--- src/rtl/l1_bus_arb.sv ---
// l1_bus_arb: per-hart arbiter between the L1 instruction/data caches and a
// single L2 line bus. Write-throughs from dmem are queued in a small circular
// buffer that always drains ahead of any line fill, so a fill never returns a
// line older than a write already issued by the hart. Only one L2 transaction
// is ever outstanding; fill data returns with a one-cycle data-valid pulse.
module l1_bus_arb #(
    parameter int LINE_W   = 256,
    parameter int OFFS_W   = 5,
    parameter int WB_DEPTH = 2
) (
    input  logic              clk,
    input  logic              clr_n,
    input  logic [63:0]       i_addr,
    input  logic              i_rd,
    output logic [LINE_W-1:0] i_data,
    output logic              i_dv,
    input  logic [63:0]       d_addr,
    input  logic              d_rd,
    input  logic [LINE_W-1:0] d_data_in,
    input  logic              d_wr,
    output logic [LINE_W-1:0] d_data,
    output logic              d_dv,
    output logic              d_wb_full,
    output logic              wb_ovf,
    output logic [63:0]       l2_addr,
    output logic              l2_rd,
    output logic              l2_wr,
    output logic [LINE_W-1:0] l2_data_out,
    input  logic [LINE_W-1:0] l2_data_in,
    input  logic              l2_ack
);

    localparam int          PTR_W     = (WB_DEPTH > 1) ? $clog2(WB_DEPTH) : 1;
    localparam int          CNT_W     = $clog2(WB_DEPTH + 1);
    localparam logic [63:0] LINE_MASK = ~((64'd1 << OFFS_W) - 64'd1);

    typedef enum logic [2:0] {
        ST_IDLE   = 3'd0,
        ST_WR     = 3'd1,
        ST_RD_D   = 3'd2,
        ST_RD_I   = 3'd3,
        ST_RESP_D = 3'd4,
        ST_RESP_I = 3'd5
    } state_t;

    state_t            r_state;
    state_t            w_state_nxt;

    // Write buffer storage; addresses are stored already line-aligned.
    logic [63:0]       r_wb_addr [WB_DEPTH];
    logic [LINE_W-1:0] r_wb_data [WB_DEPTH];
    logic [PTR_W-1:0]  r_wr_ptr;
    logic [PTR_W-1:0]  r_rd_ptr;
    logic [CNT_W-1:0]  r_count;
    logic [CNT_W-1:0]  w_count_nxt;
    logic              r_full;
    logic              r_ovf;

    // Set when dmem won the last read grant, so imem wins the next tie.
    logic              r_tie_to_i;

    logic [63:0]       r_l2_addr;
    logic              r_l2_rd;
    logic              r_l2_wr;
    logic [LINE_W-1:0] r_l2_data_out;
    logic [LINE_W-1:0] r_d_data;
    logic [LINE_W-1:0] r_i_data;
    logic              r_d_dv;
    logic              r_i_dv;

    logic              w_empty;
    logic              w_pop;
    logic              w_accept;
    logic              w_drop;
    logic              w_grant_wr;
    logic              w_grant_d;
    logic              w_grant_i;
    logic              w_fill_d;
    logic              w_fill_i;

    // Advance a buffer pointer, wrapping modulo WB_DEPTH.
    function automatic logic [PTR_W-1:0] ptr_inc(input logic [PTR_W-1:0] p);
        if (p == PTR_W'(WB_DEPTH - 1)) begin
            return '0;
        end else begin
            return p + PTR_W'(1);
        end
    endfunction

    assign w_empty  = (r_count == CNT_W'(0));
    assign w_pop    = w_grant_wr ? 1'b0 : ((r_state == ST_WR) && l2_ack);
    assign w_accept = d_wr && (!r_full || w_pop);
    assign w_drop   = d_wr && r_full && !w_pop;

    // Arbitration and transaction sequencing; ack is only honoured while a strobe is up.
    always_comb begin
        w_state_nxt = r_state;
        w_grant_wr  = 1'b0;
        w_grant_d   = 1'b0;
        w_grant_i   = 1'b0;
        w_fill_d    = 1'b0;
        w_fill_i    = 1'b0;
        case (r_state)
            ST_IDLE: begin
                if (!w_empty) begin
                    w_grant_wr  = 1'b1;
                    w_state_nxt = ST_WR;
                end else if (d_rd && (!i_rd || !r_tie_to_i)) begin
                    w_grant_d   = 1'b1;
                    w_state_nxt = ST_RD_D;
                end else if (i_rd) begin
                    w_grant_i   = 1'b1;
                    w_state_nxt = ST_RD_I;
                end else begin
                    w_state_nxt = ST_IDLE;
                end
            end
            ST_WR: begin
                if (l2_ack) begin
                    w_state_nxt = ST_IDLE;
                end else begin
                    w_state_nxt = ST_WR;
                end
            end
            ST_RD_D: begin
                if (l2_ack) begin
                    w_fill_d    = 1'b1;
                    w_state_nxt = ST_RESP_D;
                end else begin
                    w_state_nxt = ST_RD_D;
                end
            end
            ST_RD_I: begin
                if (l2_ack) begin
                    w_fill_i    = 1'b1;
                    w_state_nxt = ST_RESP_I;
                end else begin
                    w_state_nxt = ST_RD_I;
                end
            end
            // The dv cycle never re-grants: the L1 drops its request on the following hit.
            ST_RESP_D: w_state_nxt = ST_IDLE;
            ST_RESP_I: w_state_nxt = ST_IDLE;
            default:   w_state_nxt = ST_IDLE;
        endcase
    end

    // Next occupancy of the write buffer; push and pop together leave it unchanged.
    always_comb begin
        w_count_nxt = r_count;
        if (w_accept && !w_pop) begin
            w_count_nxt = r_count + CNT_W'(1);
        end else if (!w_accept && w_pop) begin
            w_count_nxt = r_count - CNT_W'(1);
        end else begin
            w_count_nxt = r_count;
        end
    end

    // FSM state register.
    always_ff @(posedge clk or negedge clr_n) begin
        if (!clr_n) begin
            r_state <= ST_IDLE;
        end else begin
            r_state <= w_state_nxt;
        end
    end

    // Write buffer: circular FIFO with sticky overflow flag.
    always_ff @(posedge clk or negedge clr_n) begin
        if (!clr_n) begin
            for (int k = 0; k < WB_DEPTH; k++) begin
                r_wb_addr[k] <= 64'd0;
                r_wb_data[k] <= '0;
            end
            r_wr_ptr <= '0;
            r_rd_ptr <= '0;
            r_count  <= '0;
            r_full   <= 1'b0;
            r_ovf    <= 1'b0;
        end else begin
            if (w_accept) begin
                r_wb_addr[r_wr_ptr] <= d_addr & LINE_MASK;
                r_wb_data[r_wr_ptr] <= d_data_in;
                r_wr_ptr            <= ptr_inc(r_wr_ptr);
            end
            if (w_pop) begin
                r_rd_ptr <= ptr_inc(r_rd_ptr);
            end
            if (w_drop) begin
                r_ovf <= 1'b1;
            end
            r_count <= w_count_nxt;
            r_full  <= (w_count_nxt == CNT_W'(WB_DEPTH));
        end
    end

    // L2 request/address/data registers, fill capture and data-valid pulses.
    always_ff @(posedge clk or negedge clr_n) begin
        if (!clr_n) begin
            r_l2_addr     <= 64'd0;
            r_l2_rd       <= 1'b0;
            r_l2_wr       <= 1'b0;
            r_l2_data_out <= '0;
            r_d_data      <= '0;
            r_i_data      <= '0;
            r_d_dv        <= 1'b0;
            r_i_dv        <= 1'b0;
            r_tie_to_i    <= 1'b0;
        end else begin
            r_l2_rd <= (w_state_nxt == ST_RD_D) || (w_state_nxt == ST_RD_I);
            r_l2_wr <= (w_state_nxt == ST_WR);
            r_d_dv  <= w_fill_d;
            r_i_dv  <= w_fill_i;
            if (w_grant_wr) begin
                r_l2_addr     <= r_wb_addr[r_rd_ptr];
                r_l2_data_out <= r_wb_data[r_rd_ptr];
            end else if (w_grant_d) begin
                r_l2_addr  <= d_addr & LINE_MASK;
                r_tie_to_i <= 1'b1;
            end else if (w_grant_i) begin
                r_l2_addr  <= i_addr & LINE_MASK;
                r_tie_to_i <= 1'b0;
            end
            if (w_fill_d) begin
                r_d_data <= l2_data_in;
            end
            if (w_fill_i) begin
                r_i_data <= l2_data_in;
            end
        end
    end

    assign l2_addr     = r_l2_addr;
    assign l2_rd       = r_l2_rd;
    assign l2_wr       = r_l2_wr;
    assign l2_data_out = r_l2_data_out;
    assign d_data      = r_d_data;
    assign i_data      = r_i_data;
    assign d_dv        = r_d_dv;
    assign i_dv        = r_i_dv;
    assign d_wb_full   = r_full;
    assign wb_ovf      = r_ovf;

endmodule

--- config.mk ---
export PLATFORM = sky130hd
export DESIGN_NAME = l1_bus_arb
export DESIGN_NICKNAME = d
export VERILOG_FILES = /design/src/rtl/l1_bus_arb.sv
export SDC_FILE = /design/constraint.sdc
export NUM_CORES = 2
export LEC_CHECK = 0
export CAP_MARGIN = 20
export CORE_AREA = 4 4 572 574
export DETAILED_ROUTE_END_ITERATION = 6
export DIE_AREA = 0 0 576 578
export PLACE_DENSITY = 0.46
export SETUP_SLACK_MARGIN = 0.3
export SLEW_MARGIN = 40
export SYNTH_ARGS = -nofsm -noshare
export SYNTH_HDL_FRONTEND = slang
export SYNTH_SLANG_ARGS = --single-unit
--- constraint.sdc ---
create_clock -name clk -period 2.5 [get_ports clk]
set_input_delay 0.25 -clock clk [delete_from_list [all_inputs] [get_ports clk]]
set_output_delay 0.25 -clock clk [all_outputs]
set_load 0.05 [all_outputs]
Word-level counts from Yosys, hierarchy flattened:

Index checks and enable logic that the tools add are counted.

* add/sub/neg operators: 4
* bitwise gates (word level): 3
* order comparisons: 3
* multiplexer cells: 41
* equal/unequal tests: 7
* reductions and logical operators: 21

Operator list (number)
* $mux W256: 4
* $bwmux W512: 1
* $mux W64: 7
* $demux W256 S1: 1
* $bwmux W128: 1
* $demux W64 S1: 1
* $mux W1: 18
* $eq A3 B2 Y1 const B: 4
* $pmux W3 S4: 1
* $mux W2: 5
* $logic_and A1 B1 Y1: 8
* $eq A3 B1 Y1 const B: 2
* $mux W3: 2
* $logic_not A1 Y1: 5
* $ge A2 B2 Y1 const B: 2
* $not A1 Y2: 2
* $logic_not A3 Y1: 1
* $logic_or A1 B1 Y1: 3
* $reduce_bool A3 Y1: 1
* $add A1 B1 Y1 const B: 2
* $add A2 B1 Y2 const B: 1
* $eq A2 B2 Y1 const B: 1
* $logic_not A2 Y1: 1
* $lt A2 B1 Y1 const B: 1
* 4 further kinds: 4

* logic and storage cells: 98
* register bits after elaboration: 1486
* input port bits: 646

Logic depth before layout (Yosys ltp):

* depth in word-level cells: 11
* depth in mapped cells: 9
* depth with buffers taken out: 6

Worst setup path after synthesis:

OpenSTA, ideal clock, no wires.

* path kind: reg2reg
* start: reg r_full, in the netlist d_wb_full
* end: reg r_wb_data[100] (netlist bit)
* clock period less this slack: 1.989 ns
* library setup time: 0.125 ns
* slack: 0.511 ns
* required time: 2.375 ns
* arrival: 1.864 ns
* stages on the path, launching flop included: 6
* cell sequence: dfrtp_1 inv_1 o211ai_4 buf_4 buf_6 mux2_2

* word-level cells in the longest chain between the ends: 3

Ends and longest elaborated chain
* start: declaration: line 56 `logic r_full;`
* start signal: assignment: line 194 `r_full <= (w_count_nxt == CNT_W'(WB_DEPTH));`
* $logic_not A1 Y1: line 92 `assign w_accept = d_wr && (!r_full || w_pop);`
* $logic_or A1 B1 Y1: line 92
* $logic_and A1 B1 Y1: line 92
* end signal: indexed assignment: line 184 `r_wb_data[r_wr_ptr] <= d_data_in;`
* end: declaration: line 51 `logic [LINE_W-1:0] r_wb_data [WB_DEPTH];`

No other way between the ends.
A chain may end at the register's enable or synchronous reset.

Final worst setup path:

* start: reg r_state[2]
* end: reg r_wb_data[394] (netlist bit)

* word-level cells in the longest chain between the ends: 5
* elaborated cells on any way between the ends: 7
* those cells by class: 1 x eq/ne; 2 x mux; 4 x reduce/logical

Ends and longest elaborated chain
* start: declaration: line 46 `state_t r_state;`
* start signal: assignment: line 165 `r_state <= w_state_nxt;`
* $eq A3 B1 Y1 or $logic_not A3 Y1 (tied branches): line 91, 103
* $logic_and A1 B1 Y1 or $mux W1 (tied branches): line 91, 103
* $mux W1 (*): line 91 `assign w_pop = w_grant_wr ? 1'b0 : ((r_state == ST_WR) && l2_ack);`
* $logic_or A1 B1 Y1 (*): line 92
* $logic_and A1 B1 Y1 (*): line 92

Every way passes the cells marked *; elsewhere a longest branch is shown, timed or not.

==> results_dict.tcl <==
set metrics [dict create \
    status "finished clean" \
    layout-drive-gt1-share 0.295 \
    ys_warn_count 0 \
    setup_tns_ns 0 \
    area_growth_pct 52.0 \
    fp.dieW_um 576 \
    start_kind "register" \
    wl_per_cell_um 26.1 \
    routed.top_layer "met5" \
    grt_usage 0.157 \
    boundaryPins 1484 \
    cts-root-buf "clkbuf_16" \
    m1WireLength_um 109000 \
    synth-compound-area-share 0.0388 \
    synth_xor_area_frac 0.000449 \
    fill_cells 33500 \
    endpoint_kind "register" \
    cp_data_arrival_time_ns 2.82 \
    critical_path_class "reg -> reg" \
    num_rows 209 \
    grt_pass1_wl_um 369000 \
    clockBufferDepth 4 \
    clock_latency_ns 0.84 \
    synth_area_um2 58500 \
    finalWeightedCongestion 0.870 \
    synth_adder_area_share 0.000214 \
    dp.cells 9729 \
    grt_pass1_vias 44100 \
    cts_max_level 4 \
    fin_crit_ns 2.14 \
    worst_slack_ns 0.362 \
    max-cap-violations 0 \
    ys_seq_area_frac 0.629 \
    route.vias.total 41100 \
    leakage_uw 0.0398 \
    final_antenna_net_count 0 \
    io_buffers 1468 \
    avgViaCountPerCell 3.94 \
    nNetsFinal 6578 \
    yosys_register_bits 1471 \
    hold_class "in -> async" \
    layout.cells.non_filler 10400 \
    clkTransAtPathRegs_ns 0.06 \
    dp_worst_setup_slack_ns -0.0218 \
    initial_core_util 0.181 \
    cts.sinks 1471 \
    dr.pass1.iters 5 \
    coreArea_um2 323000 \
    synthSimpleGateAreaFrac 0.0266 \
    relSlewSlack 0.474 \
    setup_viol 0 \
    r2r_cells 6 \
    routed_wl_um 273000 \
    cts_tree "built" \
    crit_fanout 25 \
    register_area_um2 36800 \
    hold_viol_final 0 \
    antenna_found_initial 129 \
    ir_drop_v 0.000780 \
    synth_top_family_by_area "multiplexers" \
    dieArea_um2 333000 \
    grt_overflow 0 \
    finalCritPeriodShare 0.855 \
    p_per_area_nw_per_um2 1590 \
    avgSynthCellArea_um2 14.7 \
    multi_input_area_um2 20100 \
    syn_inst 3990 \
    cts_made_buffers 179 \
    grt_max_degree 101 \
    rsz0062_at_grt "yes" \
    fmax_mhz 468 \
    drc 0 \
    first_iter_violations 1764 \
    dpl.hpwl_um 215000 \
    cp.required_ns 3.18 \
    netlist-cell-type-count 41 \
    muxShareOfSynthArea 0.275 \
    wl_met2_um 128000 \
    finClkSkew_ns 0.0588 \
    slew_violations 0 \
    met3_length_um 29000 \
    fin_util 0.276 \
    max_slew.worst_pin.slew_ns 0.788 \
    chipHeight_um 578 \
]
## cell families (layout without fill, tap and decap cells)
kind of cell,after synthesis,in the layout
xor gates and xnor gates,3,3
adders and majority gates,1,1
DFF,1471,1471
muxes,1457,1457
other,1,51
AOI/OAI and AO/OA,397,397
and+or+nand+nor,395,395
buffers and inverters,265,2339
## power by group
group	internal [µW]	total [µW]	leakage, µW	switching (µW)
clock	15500	26400	0.00290	10800
combinational	25000	72100	0.0195	47100
sequential	36100	42700	0.0174	6610
total	76700	141000	0.0398	64500
## layout by cell type (no fill, tap or decap), drive strengths merged, types with 35 or more instances in the layout
cell type,count
dfrtp,1471
nor2,324
clkdlybuf4s15,78
clkinv,35
dlygate4sd3,339
diode,46
o21ai,63
clkbuf,279
dlygate4sd2,456
mux2i,256
buf,290
a21oi,265
nand2,60
clkdlybuf4s50,634
mux2,1201
o221ai,59
dlymetal6s2s,207
## routing by layer
| metal | up-vias | global-route usage |
|---|---|---|
| li1 | 18100 | - |
| met1 | 21200 | 0.185 |
| met2 | 1351 | 0.258 |
| met3 | 449 | 0.0733 |
| met4 | 48 | 0.0347 |
| met5 | - | 0 |
## sequential cells by signal, summed over array words and instances, names as in the netlist, 2 cells and up
name,flops
i_data,256
r_state,3
r_wb_data,512
l2_addr,59
l2_data_out,256
r_count,2
d_data,256
r_wb_addr,118
## layout make-up
cell class | instances | share of cell area
clock buffers | 269 | 0.0590
diodes | 46 | 0.00129
multi-input cells | 2258 | 0.226
clock inverters | 49 | 0.00720
flip-flops and latches | 1471 | 0.414
inverters | 7 | 0.000296
well taps | 4325 | 0.0609
repair buffers | 2014 | 0.231
## path summary, 6_finish.rpt
check / from / endpoint / slack, ns
worst min-delay path: clr_n / i_data[151]$_DFFE_PN0N_ / 0.07
worst max-delay path: r_state[2]$_DFF_PN0_ / r_wb_data[394]$_DFFE_PN0P_ / 0.36
worst min register to register: l2_addr[6]$_DFFE_PN0P_ / l2_addr[6]$_DFFE_PN0P_ / 0.48
worst max register to register: r_state[2]$_DFF_PN0_ / r_wb_data[394]$_DFFE_PN0P_ / 0.36
max in group asynchronous: clr_n / r_wb_data[438]$_DFFE_PN0P_ / 1.41
min in group clk: l2_data_in[208] / d_data[208]$_DFFE_PN0P_ / 0.09
## worst max-delay path: stages (launching register included)
cell and delay (ns):
dfrtp_2 0.47, and4bb_4 0.42, o21ai_4 0.09, nor2_8 0.16
buf_12 0.21, buf_16 0.23, mux2_2 0.36
## cells in the mapped netlist
cell type  count  area, µm²
a2111oi_0      1       8.76
a211o_1        1       8.76
a21bo_2        1       10.0
a21o_1         1       7.51
a21oi_1      263       1320
a21oi_2        2       17.5
a311oi_1       1       8.76
a31o_2         1       8.76
a31oi_1        2       12.5
and4bb_4       1       16.3
buf_1         12       45.0
buf_2         90        450
buf_4         53        398
buf_6         55        619
clkbuf_1      48        180
conb_1         1       3.75
dfrtp_1     1471      36800
ha_1           1       12.5
inv_1          7       26.3
mux2_1        46        518
mux2_2      1155      13000
mux2i_1      256       2560
nand2_1       60        225
nand2b_1       2       12.5
nand3_1        1       5.00
nand4bb_1      1       11.3
nor2_1       322       1210
nor2_2         1       6.26
nor2_8         1       20.0
nor2b_1        2       12.5
nor3b_1        1       7.51
nor3b_2        1       12.5
nor4b_1        1       8.76
o211ai_1       1       7.51
o211ai_4       1       21.3
o21ai_0       52        260
o21ai_1       10       50.1
o21ai_4        1       16.3
o221ai_1      59        517
or3_4          1       11.3
xnor2_1        3       26.3
## per-stage QoR
stage,total power (µW),hold WS [ns],area [µm²]
after floorplan,88300,-0.0456,58500
after global placement,117000,0.275,79400
after detailed placement,118000,0.313,79400
after CTS,143000,0.000125,88100
after global routing,149000,0.0198,88800
final,141000,0.0727,88900
## timing repair
action,in CTS,in global routing
setup endpoints to repair,753,422
hold endpoints to repair,1614,0
cloned,0,3
setup buffers,0,4
pin swaps,0,1
gates resized for setup,658,237
hold buffers,339,0
Note: power is estimated with default switching activity, not from simulation.
